--- src/rtl/masked_sbox_table_writer_if.sv ---
// Control, source-ROM read and destination-BRAM write signals of the masked
// S-box table writer, bundled for the controller (master) and writer (slave).
interface masked_sbox_table_writer_if #(
  parameter int BANK_W = 2
);
  logic              start;
  logic [7:0]        m_in;
  logic [7:0]        m_out;
  logic [BANK_W-1:0] bank;
  logic              busy;
  logic              done;
  logic [7:0]        SRC_ADDR;
  logic              SRC_EN;
  logic [7:0]        SRC_DO;
  logic [8+BANK_W-1:0] WR_ADDR;
  logic [7:0]        WR_DI;
  logic              WR_EN;
  logic              WR_WE;

  modport master (
    output start, m_in, m_out, bank, SRC_DO,
    input  busy, done, SRC_ADDR, SRC_EN, WR_ADDR, WR_DI, WR_EN, WR_WE
  );

  modport slave (
    input  start, m_in, m_out, bank, SRC_DO,
    output busy, done, SRC_ADDR, SRC_EN, WR_ADDR, WR_DI, WR_EN, WR_WE
  );
endinterface

--- src/rtl/masked_sbox_table_writer.sv ---
// Rewrites one bank of the masked S-box BRAM as T[x ^ m_in] = S[x] ^ m_out,
// streaming the source ROM through a SRC_LATENCY-deep address/valid pipe.
module masked_sbox_table_writer #(
  parameter int SRC_LATENCY = 2,
  parameter int BANK_W      = 2
) (
  input  logic clk,
  input  logic rst,
  masked_sbox_table_writer_if.slave bus
);
  localparam logic [1:0] S_IDLE  = 2'd0;
  localparam logic [1:0] S_READ  = 2'd1;
  localparam logic [1:0] S_DRAIN = 2'd2;
  localparam logic [1:0] S_FIN   = 2'd3;

  logic [1:0]        state_q, state_d;
  logic [7:0]        x_q, x_d;
  logic [7:0]        m_in_q, m_in_d;
  logic [7:0]        m_out_q, m_out_d;
  logic [BANK_W-1:0] bank_q, bank_d;

  logic [SRC_LATENCY-1:0]      vld_pipe_q;
  logic [SRC_LATENCY-1:0][7:0] x_pipe_q;
  logic                        issue;
  logic                        wr_vld;

  assign issue = (state_q == S_READ);

  always_comb begin
    state_d = state_q;
    x_d     = x_q;
    m_in_d  = m_in_q;
    m_out_d = m_out_q;
    bank_d  = bank_q;
    case (state_q)
      S_IDLE: begin
        if (bus.start) begin
          m_in_d  = bus.m_in;
          m_out_d = bus.m_out;
          bank_d  = bus.bank;
          x_d     = 8'd0;
          state_d = S_READ;
        end
      end
      S_READ: begin
        // x wraps to 0 here, so it doubles as the drain cycle counter
        x_d = x_q + 8'd1;
        if (x_q == 8'hFF) state_d = S_DRAIN;
      end
      S_DRAIN: begin
        x_d = x_q + 8'd1;
        if (x_q == 8'(SRC_LATENCY - 1)) state_d = S_FIN;
      end
      default: state_d = S_IDLE;
    endcase
  end

  always_ff @(posedge clk) begin
    if (rst) begin
      state_q <= S_IDLE;
      x_q     <= 8'd0;
      m_in_q  <= 8'd0;
      m_out_q <= 8'd0;
      bank_q  <= '0;
    end else begin
      state_q <= state_d;
      x_q     <= x_d;
      m_in_q  <= m_in_d;
      m_out_q <= m_out_d;
      bank_q  <= bank_d;
    end
  end

  // Delay line matching the ROM latency: the tail stage lines up with SRC_DO.
  always_ff @(posedge clk) begin
    if (rst) begin
      vld_pipe_q <= '0;
      x_pipe_q   <= '0;
    end else begin
      vld_pipe_q[0] <= issue;
      x_pipe_q[0]   <= x_q;
      for (int i = 1; i < SRC_LATENCY; i++) begin
        vld_pipe_q[i] <= vld_pipe_q[i-1];
        x_pipe_q[i]   <= x_pipe_q[i-1];
      end
    end
  end

  assign wr_vld = vld_pipe_q[SRC_LATENCY-1];

  assign bus.busy     = (state_q == S_READ) || (state_q == S_DRAIN);
  assign bus.done     = (state_q == S_FIN);
  assign bus.SRC_EN   = (state_q == S_READ) || (state_q == S_DRAIN);
  assign bus.SRC_ADDR = issue ? x_q : 8'd0;

  assign bus.WR_EN   = wr_vld;
  assign bus.WR_WE   = wr_vld;
  assign bus.WR_ADDR = wr_vld ? {bank_q, x_pipe_q[SRC_LATENCY-1] ^ m_in_q} : '0;
  assign bus.WR_DI   = wr_vld ? (bus.SRC_DO ^ m_out_q) : 8'd0;
endmodule

--- src/flat_wrapper.sv ---
// flat-port wrapper written by rule: the top's interface ports become plain ports
module masked_sbox_table_writer_flat 
#(
  parameter int SRC_LATENCY = 2,
  parameter int BANK_W      = 2
)
  (clk, rst, bus_start, bus_m_in, bus_m_out, bus_bank, bus_SRC_DO, bus_busy, bus_done, bus_SRC_ADDR, bus_SRC_EN, bus_WR_ADDR, bus_WR_DI, bus_WR_EN, bus_WR_WE);
  masked_sbox_table_writer_if #(.BANK_W(BANK_W)) bus_i ();
  input  logic clk;
  input  logic rst;
  input wire logic [$bits(bus_i.start)-1:0] bus_start;
  input wire logic [$bits(bus_i.m_in)-1:0] bus_m_in;
  input wire logic [$bits(bus_i.m_out)-1:0] bus_m_out;
  input wire logic [$bits(bus_i.bank)-1:0] bus_bank;
  input wire logic [$bits(bus_i.SRC_DO)-1:0] bus_SRC_DO;
  output wire logic [$bits(bus_i.busy)-1:0] bus_busy;
  output wire logic [$bits(bus_i.done)-1:0] bus_done;
  output wire logic [$bits(bus_i.SRC_ADDR)-1:0] bus_SRC_ADDR;
  output wire logic [$bits(bus_i.SRC_EN)-1:0] bus_SRC_EN;
  output wire logic [$bits(bus_i.WR_ADDR)-1:0] bus_WR_ADDR;
  output wire logic [$bits(bus_i.WR_DI)-1:0] bus_WR_DI;
  output wire logic [$bits(bus_i.WR_EN)-1:0] bus_WR_EN;
  output wire logic [$bits(bus_i.WR_WE)-1:0] bus_WR_WE;
  assign bus_i.start = bus_start;
  assign bus_i.m_in = bus_m_in;
  assign bus_i.m_out = bus_m_out;
  assign bus_i.bank = bus_bank;
  assign bus_i.SRC_DO = bus_SRC_DO;
  assign bus_busy = bus_i.busy;
  assign bus_done = bus_i.done;
  assign bus_SRC_ADDR = bus_i.SRC_ADDR;
  assign bus_SRC_EN = bus_i.SRC_EN;
  assign bus_WR_ADDR = bus_i.WR_ADDR;
  assign bus_WR_DI = bus_i.WR_DI;
  assign bus_WR_EN = bus_i.WR_EN;
  assign bus_WR_WE = bus_i.WR_WE;
  masked_sbox_table_writer #(.SRC_LATENCY(SRC_LATENCY), .BANK_W(BANK_W)) u_core (.clk(clk), .rst(rst), .bus(bus_i));
endmodule
--- config.mk ---
export PLATFORM = sky130hd
export DESIGN_NAME = masked_sbox_table_writer_flat
export DESIGN_NICKNAME = d
export VERILOG_FILES = /design/src/rtl/masked_sbox_table_writer_if.sv /design/src/rtl/masked_sbox_table_writer.sv /design/src/flat_wrapper.sv
export SDC_FILE = /design/constraint.sdc
export NUM_CORES = 1
export LEC_CHECK = 0
export BUFFER_PORTS_ARGS = -buffer_cell sky130_fd_sc_hd__buf_2
export CAP_MARGIN = 20
export CORE_MARGIN = 2
export CORE_UTILIZATION = 56
export CTS_BUF_LIST = sky130_fd_sc_hd__clkbuf_2 sky130_fd_sc_hd__clkbuf_4 sky130_fd_sc_hd__clkbuf_8
export DETAILED_ROUTE_END_ITERATION = 10
export PLACE_DENSITY = 0.86
export SYNTH_ARGS = -nofsm -noshare
export SYNTH_HDL_FRONTEND = slang
export SYNTH_SLANG_ARGS = --single-unit
--- constraint.sdc ---
create_clock -name clk -period 4.25 [get_ports clk]
set_input_delay 0.425 -clock clk [delete_from_list [all_inputs] [get_ports clk]]
set_output_delay 0.425 -clock clk [all_outputs]
set_load 0.01 [all_outputs]
* Yosys cells after proc, flatten, opt, wreduce, memory -nomap -nowiden
Cells that the tools add are included.
** Operators by class
- Add/sub/neg operators :: 1
- Equal/unequal tests :: 8
- Mux-type cells :: 9
- Bitwise gates (word level) :: 2
- Reduce and logical (&&, ||, !) cells :: 7
** Operators with widths (number)
- 2-to-1 mux 8 bit :: 3
- one-hot mux 8 bit (2 select lines) :: 1
- bitwise XOR 8 bit :: 2
- 2-to-1 mux 10 bit :: 1
- adder 8 x 1 -> 8 bit (second input constant) :: 1
- == test 8 x 1 -> 1 bit (second input constant) :: 1
- == test 8 bit (second input constant) :: 1
- 2-to-1 mux 2 bit :: 3
- one-hot mux 2 bit (3 select lines) :: 1
- == test 2 bit (second input constant) :: 2
- inequality test 2 bit (second input constant) :: 2
- AND reduction 2 bit :: 2
- AND reduction 3 bit :: 1
- == test 2 x 1 -> 1 bit (second input constant) :: 1
- logical NOT 2 bit :: 1
- inequality test 2 x 1 -> 1 bit (second input constant) :: 1
- nonzero test 2 bit :: 1
- OR reduction 2 bit :: 1
- logical OR 1 bit :: 1
** Word-level totals
- Flip-flop bits (word level) :: 46

* Depth between registers and ports, before layout
- Depth after elaboration :: 4
- Depth in mapped cells :: 7
- Mapped depth without buffers :: 6

* Least setup slack after synthesis
OpenSTA, ideal clock, no wires.
- Path kind :: reg2reg
- From :: reg u_core.state_q[0]
- To :: reg u_core.x_q[5]
- Setup time :: 0.127 ns
- Arrival time :: 1.542 ns
- Path slack :: 2.581 ns
- Cell stages (with the launch flop) :: 7
- Cells stage by stage :: dfxtp_1 inv_1 ha_1 mux2i_1 nor3_1 xnor2_1 nor2_1
** On the way
- Longest elaborated chain between the ends :: 4
- Elaborated cells between the ends (all ways) :: 8
- Classes of those cells :: eq/ne: 3; mux: 1; reduce/logical: 4
** Ends and longest elaborated chain
- start, declared :: line masked_sbox_table_writer.sv:16 : logic [1:0] state_q, state_d;
- start signal, assigned :: line masked_sbox_table_writer.sv:66 : state_q <= state_d;
- == test 2 bit or == test 2 x 1 -> 1 bit (tied branches) :: line masked_sbox_table_writer.sv:35 : case (state_q)
- OR reduction 2 bit (no source line)
- nonzero test 2 bit (no source line)
- AND reduction 2 bit (no source line)
- end signal, assigned :: line masked_sbox_table_writer.sv:61 : x_q <= 8'd0;
- end signal, assigned :: line masked_sbox_table_writer.sv:67 : x_q <= x_d;
- end, declared :: line masked_sbox_table_writer.sv:17 : logic [7:0] x_q, x_d;
Parallel ways exist; a longest one is shown, timed or not.
A chain may end at the register's enable or synchronous reset.

* Worst setup path in the final report
Ends and elaborated chain as after synthesis.

==> results.yml <==
global_routing:
  grt.overflow.total: 0
  grt_pass1_wl_um: 6360
  grt_pass1_vias: 1493
  grt_max_degree: 44
  antenna_found_initial: 0
  use_met3_pct: 6.07
  met2_usage_pct: 33.3
  grt_usage_pct: 19.8
  busiest_layer: "met2"
  grt_use_met1_pct: 23.3
hold_path:
  holdPathEnd: "u_core.m_out_q[3]$_SDFFE_PP0P_"
  min_path_type: "in -> reg"
  whs_path_depth: 3
  hp-start: "bus_m_out[3]"
cells_and_area:
  multiInputGateArea_um2: 996
  final_core_util_pct: 69.5
  nFillCells: 274
  final_cell_area_mm2: 0.00234
  ff_latch_area_um2: 921
  stdcell_count: 330
  n_antenna_cell: 0
  final_net_count: 319
  area_growth_pct: 17.6
  drive_gt1_share_pct: 23.9
die:
  floorplan.initialDensity_pct: 59.0
  die_area_mm2: 0.00404
  core_area_mm2: 0.00336
  die_w_um: 63.5
  io_pins: 60
  die_h_um: 63.5
  row_count: 21
synth:
  synth_edf_count: 0
  ys.flop_type: "dfxtp_1"
  syn_area_mm2: 0.00199
  ys_seq_area_share_pct: 46.4
  ys_seq_elements: 46
  synth-async-reset-ratio_pct: 0
  synthTopCellsByCount: "dfxtp_1, nand2_1, and2_1, a21oi_1, nor2b_1"
  synthCells: 229
  yosysWarnings: 0
  synth_top_area_share_pct: 46.4
  synth_nets: 264
  synth.most_common_cell: "dfxtp_1"
  netlist_top_cells_area: "dfxtp_1, and2_1, nand2_1"
  syn_avg_cell_area_um2: 8.67
  ys_types: 31
  synth_area_leader_cell: "dfxtp_1"
timing:
  final.setup.tns_ps: 0
  whs_ps: 303
  slew_violations: 0
  finalHoldViolations: 0
  clock.fmax_ghz: 0.510
  setup_viol: 0
  final.min_clock_period_ps: 1960
  setup_ws_ps: 2290
  min_period_over_period_pct: 46.1
  worstMarginPinSlew_ps: 728
  relSlewSlack_pct: 51.5
  rsz0062_at_grt: "no"
  clock_skew_ps: 5.78
critical_path:
  reg2reg_depth: 6
  startpoint_type: "register"
  cp_data_required_time_ps: 4480
  worstSetupPathType: "reg -> reg"
  r2r-end: "u_core.x_q[5]$_SDFFE_PP0P_"
  arrival_ps: 2190
  r2r_start: "u_core.state_q[0]$_SDFFE_PP0P_"
  r2r_slack_ps: 2290
  end_kind: "register"
  crit_fanout: 9
cts:
  root_buffer: "clkbuf_4"
  cts_tree: "done"
  cts_buffer_depth: 2
  cts_resized: 0
  postCtsSetupBuffers: 0
  clk_pin_slew_ps: 120
  cts_buffers: 5
  h-tree-depth: 2
  clock_latency_ps: 340
  cts_hold_buffers: 0
  cts.sink_count: 46
placed_design:
  placed_area_mm2: 0.00229
  post-dp-hpwl_um: 2650
  gp_congestion: 0.832
  post-place-ws_ps: 2290
  io_buffers: 59
  place_inst: 323
drt:
  vias: 1643
  drtIter0Drc: 44
  route.detailed.drc: 0
  first_pass_iters: 4
  drt-total-wl_um: 3670
  drt-vias-per-instance: 4.98
  detail_route.wl_per_cell_um: 11.1
  postRouteAntennaNets: 0
power:
  vdd_ir_drop_max_uv: 357
  p_leak_nw: 1.12
  power.density_mw_per_mm2: 442
  power_mw: 1.03
status:
  status: "finished, final reports clean"
job:
  maxCapViolations: 0
==> cell families after synthesis <==
family	after synthesis	share of synthesized area (%)
AND/OR/NAND/NOR	110	28.4
multiplexers	1	0.504
flip-flops	46	46.4
adder cells (fa/ha/maj)	6	3.78
buffers and inverters	16	3.47
AO/OA/AOI/OAI	30	8.70
XOR/XNOR	20	8.82
==> flip-flops by register name (all words and copies together), names as in the netlist <==
| signal | count |
|---|---|
| u_core.vld_pipe_q | 2 |
| u_core.x_q | 8 |
| u_core.state_q | 2 |
| u_core.x_pipe_q | 16 |
| u_core.bank_q | 2 |
| u_core.m_in_q | 8 |
| u_core.m_out_q | 8 |
==> area by class of cell <==
type | instances | share of cell area, %
multi-input cells | 167 | 42.6
flip-flops and latches | 46 | 39.4
repair buffers | 59 | 12.6
well taps | 46 | 2.46
clock buffers | 5 | 1.61
inverters | 5 | 0.803
clock inverters | 2 | 0.428
==> critical path: stages, from the launching register on <==
cell and delay, ps:
dfxtp_1 420, inv_1 90, ha_1 400, mux2i_1 560, nor3_1 160, xnor2_1 170
nor2_1 50
==> report_power, final <==
part | switching, mW | internal, mW | total (mW)
combinational | 0.195 | 0.127 | 0.322
clock | 0.125 | 0.0597 | 0.185
sequential | 0.0426 | 0.483 | 0.526
total | 0.363 | 0.670 | 1.03
==> how the worst max path moves through the flow <==
stage,startpoint,to,cells past startpoint
after global placement,u_core.state_q[0]$_SDFFE_PP0P_,u_core.x_q[6]$_SDFFE_PP0P_,6
after detailed placement,u_core.state_q[0]$_SDFFE_PP0P_,u_core.x_q[7]$_SDFFE_PP0P_,6
after global routing,u_core.state_q[0]$_SDFFE_PP0P_,u_core.x_q[4]$_SDFFE_PP0P_,6
after CTS,u_core.state_q[0]$_SDFFE_PP0P_,u_core.x_q[5]$_SDFFE_PP0P_,6
after floorplan,u_core.state_q[0]$_SDFFE_PP0P_,u_core.x_q[5]$_SDFFE_PP0P_,6
final,u_core.state_q[0]$_SDFFE_PP0P_,u_core.x_q[5]$_SDFFE_PP0P_,6
==> layout by cell type (no fill, tap or decap), types with 3 or more instances in the layout <==
| cell | count |
|---|---|
| inv_1 | 5 |
| ha_1 | 6 |
| nor3_1 | 4 |
| and2_1 | 26 |
| xor2_1 | 16 |
| a21oi_1 | 23 |
| xnor2_1 | 4 |
| nand3_1 | 3 |
| buf_2 | 59 |
| dfxtp_1 | 46 |
| nand2_1 | 41 |
| nor2b_1 | 19 |
| clkbuf_4 | 5 |
| nor2_1 | 8 |
==> routing by layer <==
layer,share of wire (%),wire length [µm]
met4,1.0,37
met2,47,1730
met1,45,1640
met3,7.2,266
met5,0,0
Power figures use the tool's default switching activity.
